--- src/rtl/brew_timer_pkg.sv ---
// brew_timer_pkg: shared state encoding, framebuffer commands and defaults
// for the brew timer.
package brew_timer_pkg;

    localparam int STATE_W         = 2;
    localparam int FB_BITS_DEFAULT = 384;

    typedef enum logic [STATE_W-1:0] {
        IDLE  = 2'd0,
        BREW  = 2'd1,
        PAUSE = 2'd2,
        DONE  = 2'd3
    } state_e;

    // Commands the FSM issues to the framebuffer owner
    typedef enum logic [1:0] {
        FB_HOLD   = 2'd0,
        FB_CLEAR  = 2'd1,
        FB_SHIFT  = 2'd2,
        FB_INVERT = 2'd3
    } fb_cmd_e;

endpackage

--- src/rtl/brew_timer_fb.sv ---
// brew_timer_fb: owns the LED framebuffer. The timer FSM issues one command
// per cycle: clear, shift a lit LED in at bit 0, invert (blink) or hold.
module brew_timer_fb
    import brew_timer_pkg::*;
#(
    parameter int FB_BITS = FB_BITS_DEFAULT
) (
    input  logic               clk,
    input  logic               nrst,
    input  fb_cmd_e            cmd,
    output logic [FB_BITS-1:0] framebuf
);

    // Apply the FSM command to the framebuffer image
    always_ff @(posedge clk or negedge nrst) begin
        if (!nrst) begin
            framebuf <= '0;
        end else begin
            case (cmd)
                FB_CLEAR:  framebuf <= '0;
                FB_SHIFT:  framebuf <= {framebuf[FB_BITS-2:0], 1'b1};
                FB_INVERT: framebuf <= ~framebuf;
                default:   framebuf <= framebuf;
            endcase
        end
    end

endmodule

--- src/rtl/brew_timer.sv ---
// brew_timer: 1 Hz brew timer with runtime-selectable duration, a
// thermometer progress bar, end-of-brew blink and a one-cycle done pulse.
// Optional pause/resume is built only when BREW_TIMER_PAUSE_EN is defined;
// otherwise sw_pause is kept as a pin but ignored.
module brew_timer
    import brew_timer_pkg::*;
#(
    parameter int FB_BITS      = FB_BITS_DEFAULT,
    parameter int CNT_W        = 9,
    parameter int DEFAULT_SECS = 240
) (
    input  logic               clk,
    input  logic               nrst,
    input  logic               sw_start,
    input  logic               sw_stop,
    input  logic               sw_pause,
    input  logic [CNT_W-1:0]   brew_secs,
    output logic [FB_BITS-1:0] framebuf,
    output logic [STATE_W-1:0] state,
    output logic [CNT_W-1:0]   remaining,
    output logic               done_pulse
);

    localparam logic [CNT_W-1:0] MAX_SECS = CNT_W'(FB_BITS);
    localparam logic [CNT_W-1:0] DEF_SECS = CNT_W'(DEFAULT_SECS);

    state_e           state_q;
    logic [CNT_W-1:0] elapsed;
    logic [CNT_W-1:0] target;
    logic [CNT_W-1:0] start_target;
    logic [CNT_W-1:0] elapsed_inc;
    logic             pause_req;
    fb_cmd_e          fb_cmd;

`ifdef BREW_TIMER_PAUSE_EN
    assign pause_req = sw_pause;
`else
    logic unused_pause;
    assign unused_pause = sw_pause;
    assign pause_req    = 1'b0;
`endif

    assign state       = state_q;
    assign elapsed_inc = elapsed + 1'b1;

    // Clamp the requested duration: 0 selects the default, overlong runs
    // are capped at the bar length so the counters can never overrun it
    always_comb begin
        start_target = brew_secs;
        if (brew_secs == '0)
            start_target = DEF_SECS;
        else if (brew_secs > MAX_SECS)
            start_target = MAX_SECS;
    end

    // Framebuffer command follows the same priority as the FSM below
    always_comb begin
        fb_cmd = FB_HOLD;
        if (sw_stop || sw_start) begin
            fb_cmd = FB_CLEAR;
        end else begin
            case (state_q)
                BREW:    fb_cmd = pause_req ? FB_HOLD : FB_SHIFT;
                DONE:    fb_cmd = FB_INVERT;
                default: fb_cmd = FB_HOLD;
            endcase
        end
    end

    // Timer FSM: stop > start > pause > normal progression
    always_ff @(posedge clk or negedge nrst) begin
        if (!nrst) begin
            state_q    <= IDLE;
            elapsed    <= '0;
            target     <= '0;
            remaining  <= '0;
            done_pulse <= 1'b0;
        end else begin
            done_pulse <= 1'b0;
            if (sw_stop) begin
                state_q   <= IDLE;
                elapsed   <= '0;
                target    <= '0;
                remaining <= '0;
            end else if (sw_start) begin
                state_q   <= BREW;
                elapsed   <= '0;
                target    <= start_target;
                remaining <= start_target;
            end else begin
                case (state_q)
                    BREW: begin
                        if (pause_req) begin
                            state_q <= PAUSE;
                        end else begin
                            elapsed   <= elapsed_inc;
                            remaining <= remaining - 1'b1;
                            if (elapsed_inc == target) begin
                                state_q    <= DONE;
                                done_pulse <= 1'b1;
                            end
                        end
                    end
`ifdef BREW_TIMER_PAUSE_EN
                    PAUSE: begin
                        if (pause_req)
                            state_q <= BREW;
                    end
`endif
                    DONE: begin
                        remaining <= '0;
                    end
                    default: begin
                        state_q <= state_q;
                    end
                endcase
            end
        end
    end

    brew_timer_fb #(
        .FB_BITS (FB_BITS)
    ) u_fb (
        .clk      (clk),
        .nrst     (nrst),
        .cmd      (fb_cmd),
        .framebuf (framebuf)
    );

endmodule

--- config.mk ---
export PLATFORM = sky130hd
export DESIGN_NAME = brew_timer
export DESIGN_NICKNAME = d
export VERILOG_FILES = /design/src/rtl/brew_timer_pkg.sv /design/src/rtl/brew_timer_fb.sv /design/src/rtl/brew_timer.sv
export SDC_FILE = /design/constraint.sdc
export NUM_CORES = 1
export LEC_CHECK = 0
export CAP_MARGIN = 5
export CORE_UTILIZATION = 28
export DETAILED_ROUTE_END_ITERATION = 8
export DONT_BUFFER_PORTS = 1
export SYNTH_ARGS = -nofsm -noshare
export SYNTH_HDL_FRONTEND = slang
export SYNTH_SLANG_ARGS = --single-unit
--- constraint.sdc ---
create_clock -name clk -period 1.4 [get_ports clk]
set_input_delay 0.14 -clock clk [delete_from_list [all_inputs] [get_ports clk]]
set_output_delay 0.14 -clock clk [all_outputs]
set_load 0.02 [all_outputs]
# Word-level counts from Yosys, hierarchy flattened
# Cells that the tools add are included.
# Widths: inputs -> output; s select.
[totals]
inputBits = 14
word_cells = 45
reg_bits = 414
[classes]
eq_ne = 6
add_sub_neg = 2
muxes = 21
magnitude_cmp = 1
reduce_logical = 8
bitwise = 1
[ops]
columns = ["operator", "n"]
rows = [
  ["$pmux 384 s3", 1],
  ["$not 384->384", 1],
  ["$mux 9", 9],
  ["$pmux 9 s2", 1],
  ["$mux 2", 5],
  ["$add 9x1->9 const B", 1],
  ["$eq 9x9->1", 1],
  ["$gt 9x9->1 const B", 1],
  ["$logic_not 9->1", 1],
  ["$reduce_bool 3->1", 3],
  ["$sub 9x1->9 const B", 1],
  ["$eq 2x2->1 const B", 3],
  ["$eq 2x1->1 const B", 2],
  ["$mux 1", 4],
  ["$pmux 2 s2", 1],
  ["$reduce_bool 4->1", 1],
  ["$reduce_and 2->1", 1],
  ["$reduce_bool 2->1", 1],
  ["$logic_or 1x1->1", 1],
]

# Depth between registers and ports, before layout
[depth]
ltp_word = 6
mapped_depth = 7

# Hierarchy
# A second synthesis with hierarchy kept.
[hier_totals]
cells_unflattened = 1490
area_unflattened_um2 = 18007.3
[modules_own_cells]
columns = ["module", "area_per_inst_um2", "cells_per_inst", "instances"]
rows = [
  ["brew_timer_fb", 16221.8, 1282, 1],
  ["brew_timer", 1785.5, 208, 1],
]

# Worst setup path before layout
# Ideal clock, no wire load.
[synth_timing]
path_type = "flip-flop to flip-flop"
start = "reg state_q[1] (netlist: state[1])"
end = "reg u_fb.framebuf[1]"
setup_slack_ns = -0.164
path_stages_with_launch = 8
path_buffers = 4
synth_period_minus_slack_ns = 1.564
arrival_time_ns = 1.432
required_time_ns = 1.268
cell_sequence = "dfrtp_1 -> buf_2 -> nor2b_1 -> buf_2 -> clkbuf_1 -> buf_2 -> a221oi_1 -> nor2_1"
[synth_between]
elab_chain_len = 5
word_cells_on_any_way = 9
[synth_lines]
columns = ["item", "line_no", "rtl"]
rows = [
  ["start, declared", "brew_timer.sv:27", "state_e state_q;"],
  ["start signal, assigned", "brew_timer.sv:114", "state_q <= state_q;"],
  ["$eq 2x2->1 / $eq 2x1->1 (equally long branches)", "brew_timer.sv:62", "case (state_q)"],
  ["$pmux 2 s2 (*)", "brew_timer.sv:62", ""],
  ["$mux 2 (*)", "brew_timer.sv:59", "if (sw_stop || sw_start) begin"],
  ["$eq 2x2->1 / $eq 2x1->1 (equally long branches)", "brew_timer_fb.sv:19", "case (cmd)"],
  ["$pmux 384 s3 / $reduce_bool 3->1 (equally long branches)", "--", ""],
  ["end signal, assigned", "brew_timer_fb.sv:21", "FB_SHIFT: framebuf <= {framebuf[FB_BITS-2:0], 1'b1};"],
  ["end signal, assigned", "brew_timer_fb.sv:22", "FB_INVERT: framebuf <= ~framebuf;"],
  ["end signal, assigned", "brew_timer_fb.sv:23", "default: framebuf <= framebuf;"],
  ["end, declared", "brew_timer_fb.sv:11", "output logic [FB_BITS-1:0] framebuf"],
]
# Mark *: on every way between the ends. The rest lies on a longest branch, timed or not.
# A chain may end at the register's enable or synchronous reset.

# Worst setup path after layout
[layout_timing]
start = "reg state_q[0] (netlist: state[0])"
end = "reg u_fb.framebuf[147]"
# The elaborated chain is that of the path after synthesis.

==> results.json <==
{
  "synth_simple_gate_area_share_pct": 17.6,
  "wl_per_cell_um": 19.6,
  "timing.rr.end": "u_fb.framebuf[147]",
  "busiest_layer": "met2",
  "synthArstFlopShare_pct": 100,
  "synth_top_family_by_area": "compound AO/OA/AOI/OAI gates",
  "maxCapViolCount": 0,
  "finalSetupTns_ns": -39.77,
  "grt_max_degree": 415,
  "synthFlopType": "dfrtp_1",
  "setup_viol": 402,
  "clock_skew_ns": 0.00973,
  "clk_latency_ns": 0.56,
  "instances_no_fill": 2866,
  "routed_via_density": 5.46,
  "post-dp-hpwl_um": 35400,
  "first_iter_violations": 1321,
  "grt.met1_usage_pct": 19.8,
  "netlist_instances": 1927,
  "synth_xor_area_share_pct": 0.902,
  "initial_core_util_pct": 28.5,
  "path_buf_inv": 4,
  "p_int_mw": 19.9,
  "status": "finished with violations",
  "pre_cts_slack_ns": -0.213,
  "post-place-cells": 2751,
  "arrival_ns": 1.99,
  "layout.nets": 1992,
  "die-area_mm2": 0.0669,
  "clock_power_share_pct": 46.5,
  "cp-end-kind": "register",
  "num_rows": 93,
  "drv_slew": 0,
  "cts_tree": "done",
  "placed_cell_area_mm2": 0.0203,
  "syn_avg_cell_area_um2": 9.57,
  "clk_pin_slew_ns": 0.06,
  "grt-ovfl-total": 0,
  "slowest_stage": "dfrtp_2",
  "timing.rr.start": "state[0]",
  "synth_compound_area_share_pct": 20.3,
  "synth_cell_type_count": 45,
  "rsz0062_at_grt": "true",
  "synth_top_cell_by_area": "dfrtp_1",
  "dieWidth_um": 259,
  "final_common_cell": "nor2_1",
  "power.density_mw_per_mm2": 1140,
  "ys_warn_count": 0,
  "p_comb_share_pct": 6.9,
  "route.detailed.drc": 0,
  "slew_headroom_pct": 9.12,
  "synth_nets": 1943,
  "final_cell_mix": "nor2_1, dfrtp_1, a221oi_1, buf_4, a221oi_2",
  "dr.pass1.iters": 7,
  "path_class": "register to register",
  "antenna_found_initial": 0,
  "numCtsBuffers": 46,
  "ant_nets": 0,
  "cp-start-kind": "register",
  "rrSetupSlack_ns": -0.16,
  "die_y_um": 259,
  "ys_seq_area_share_pct": 56.2,
  "gp_congestion": 0.864,
  "synth_edf_count": 0,
  "hold_path_class": "input port to async pin",
  "seq_power_share_pct": 46.6,
  "grt_usage_pct": 15.7,
  "required_ns": 1.83,
  "r2r_cells": 6,
  "finalHoldViolCount": 414,
  "port_buffers": 0,
  "fmax_ghz": 0.641,
  "synth.cell_area_mm2": 0.0184,
  "max-clock-path-buffers": 3,
  "wirelength_um": 56200,
  "synth_adder_area_share_pct": 0.136,
  "power_mw": 26.1,
  "final_area_mm2": 0.0228,
  "cellLeakagePower_nw": 10.5,
  "design.core.area_mm2": 0.0648,
  "period_needed_ns": 1.56,
  "pin_count": 410,
  "crit_chain": "buf_12 -> inv_8 -> buf_12 -> buf_12 -> a221oi_1 -> nor2_1",
  "crit_path_max_fanout": 24,
  "setup_ws_ns": -0.161,
  "p_sw_share_pct": 23.7,
  "gr-usage-met2_pct": 24.9,
  "synth_top_area_share_pct": 56.2,
  "crit_family": "buffers and inverters",
  "cpMostUsedCell": "buf_12",
  "cp_slowest_stage_delay_ns": 0.47,
  "cts.sinks": 414,
  "max-vdd-ir-drop_v": 0.000731,
  "synth_area_leaders": "dfrtp_1, a221oi_1, nor2_1",
  "synth_seq_cells": 414,
  "violations": "hold timing, setup timing",
  "worstMarginPinSlew_ns": 1.36,
  "cts_root_buf": "clkbuf_16",
  "grt_pass1_wl_um": 86400,
  "p_sw_mw": 6.19,
  "synth_mux_area_share_pct": 0.380,
  "syn_to_final_growth_pct": 23.8,
  "hold_ws_ns": -0.724,
  "fin_crit_sh_pct": 111,
  "drive_gt1_share_pct": 17.2,
  "use_met3_pct": 5.93,
  "grt_pass1_vias": 14898,
  "htreeDepth": 2,
  "fillers": 6425,
  "postLayoutCoreUtil_pct": 35.2,
  "num_vias": 15642
}
==> area by class of cell <==
cell class | count | area [um^2] | share of cell area (%)
Clock buffer | 73 | 1440 | 6.29
Sequential cell | 414 | 10400 | 45.4
Inverter | 10 | 45.0 | 0.197
Clock inverter | 9 | 75.1 | 0.329
Tap cell | 855 | 1070 | 4.68
Antenna cell | 1 | 2.50 | 0.0110
Timing Repair Buffer | 181 | 1930 | 8.46
Multi-Input combinational cell | 1323 | 7910 | 34.6
==> what timing repair did <==
action | 4_1_cts | 5_1_grt
buffers inserted | 3 | 3
hold endpoints to repair | 438 | 423
setup endpoints to repair | 401 | 412
cloned | 0 | 3
resized for setup | 20 | 96
hold buffers | 20 | 3
pin swaps | 3 | 1
==> synthesized netlist by cell type (all sizes together) (4+ instances only) <==
master,count
a211oi,9
a21oi,34
a221oi,370
a31oi,4
buf,98
clkbuf,82
dfrtp,414
inv,10
mux2i,7
nand2,18
nand3,8
nor2,790
nor3,13
o21ai,10
xnor2,15
xor2,4
==> routing by layer <==
metal | wire [um] | vias up
met5 | 0 | -
met4 | 1400 | 0
met3 | 5400 | 112
met2 | 26700 | 522
met1 | 22600 | 7909
li1 | - | 7099
==> registers in the layout, indices dropped and copies added, names as in the netlist <==
| signal | flops |
|---|---|
| target | 9 |
| u_fb.framebuf | 384 |
| done_pulse | 1 |
| state | 2 |
| remaining | 9 |
| elapsed | 9 |
==> worst max path at each step <==
stage / endpoint / depth (start not counted) / from
6_report: u_fb.framebuf[147] / 6 / state[0]
5_1_grt: u_fb.framebuf[129] / 5 / state[0]
4_1_cts: u_fb.framebuf[53] / 5 / state[0]
3_5_place_dp: u_fb.framebuf[182] / 5 / state[0]
3_3_place_gp: u_fb.framebuf[51] / 6 / state[1]
2_1_floorplan: u_fb.framebuf[1] / 6 / state[0]
==> cell families after synthesis <==
logic type	count (synthesis)
buf+inv	190
flops	414
simple gates	846
mux	7
fa+ha+maj	2
xor+xnor	19
compound gates	449
==> power by group through the flow <==
stage               logic [mW]  registers, mW  clock network, mW
CTS                       1.64           12.1               12.5
detailed placement        1.54           12.4                  0
global route              1.93           12.1               13.0
finish                    1.80           12.1               12.1
floorplan                0.902           12.4                  0
global placement          1.51           12.3                  0
Power figures use the tool's default switching activity.
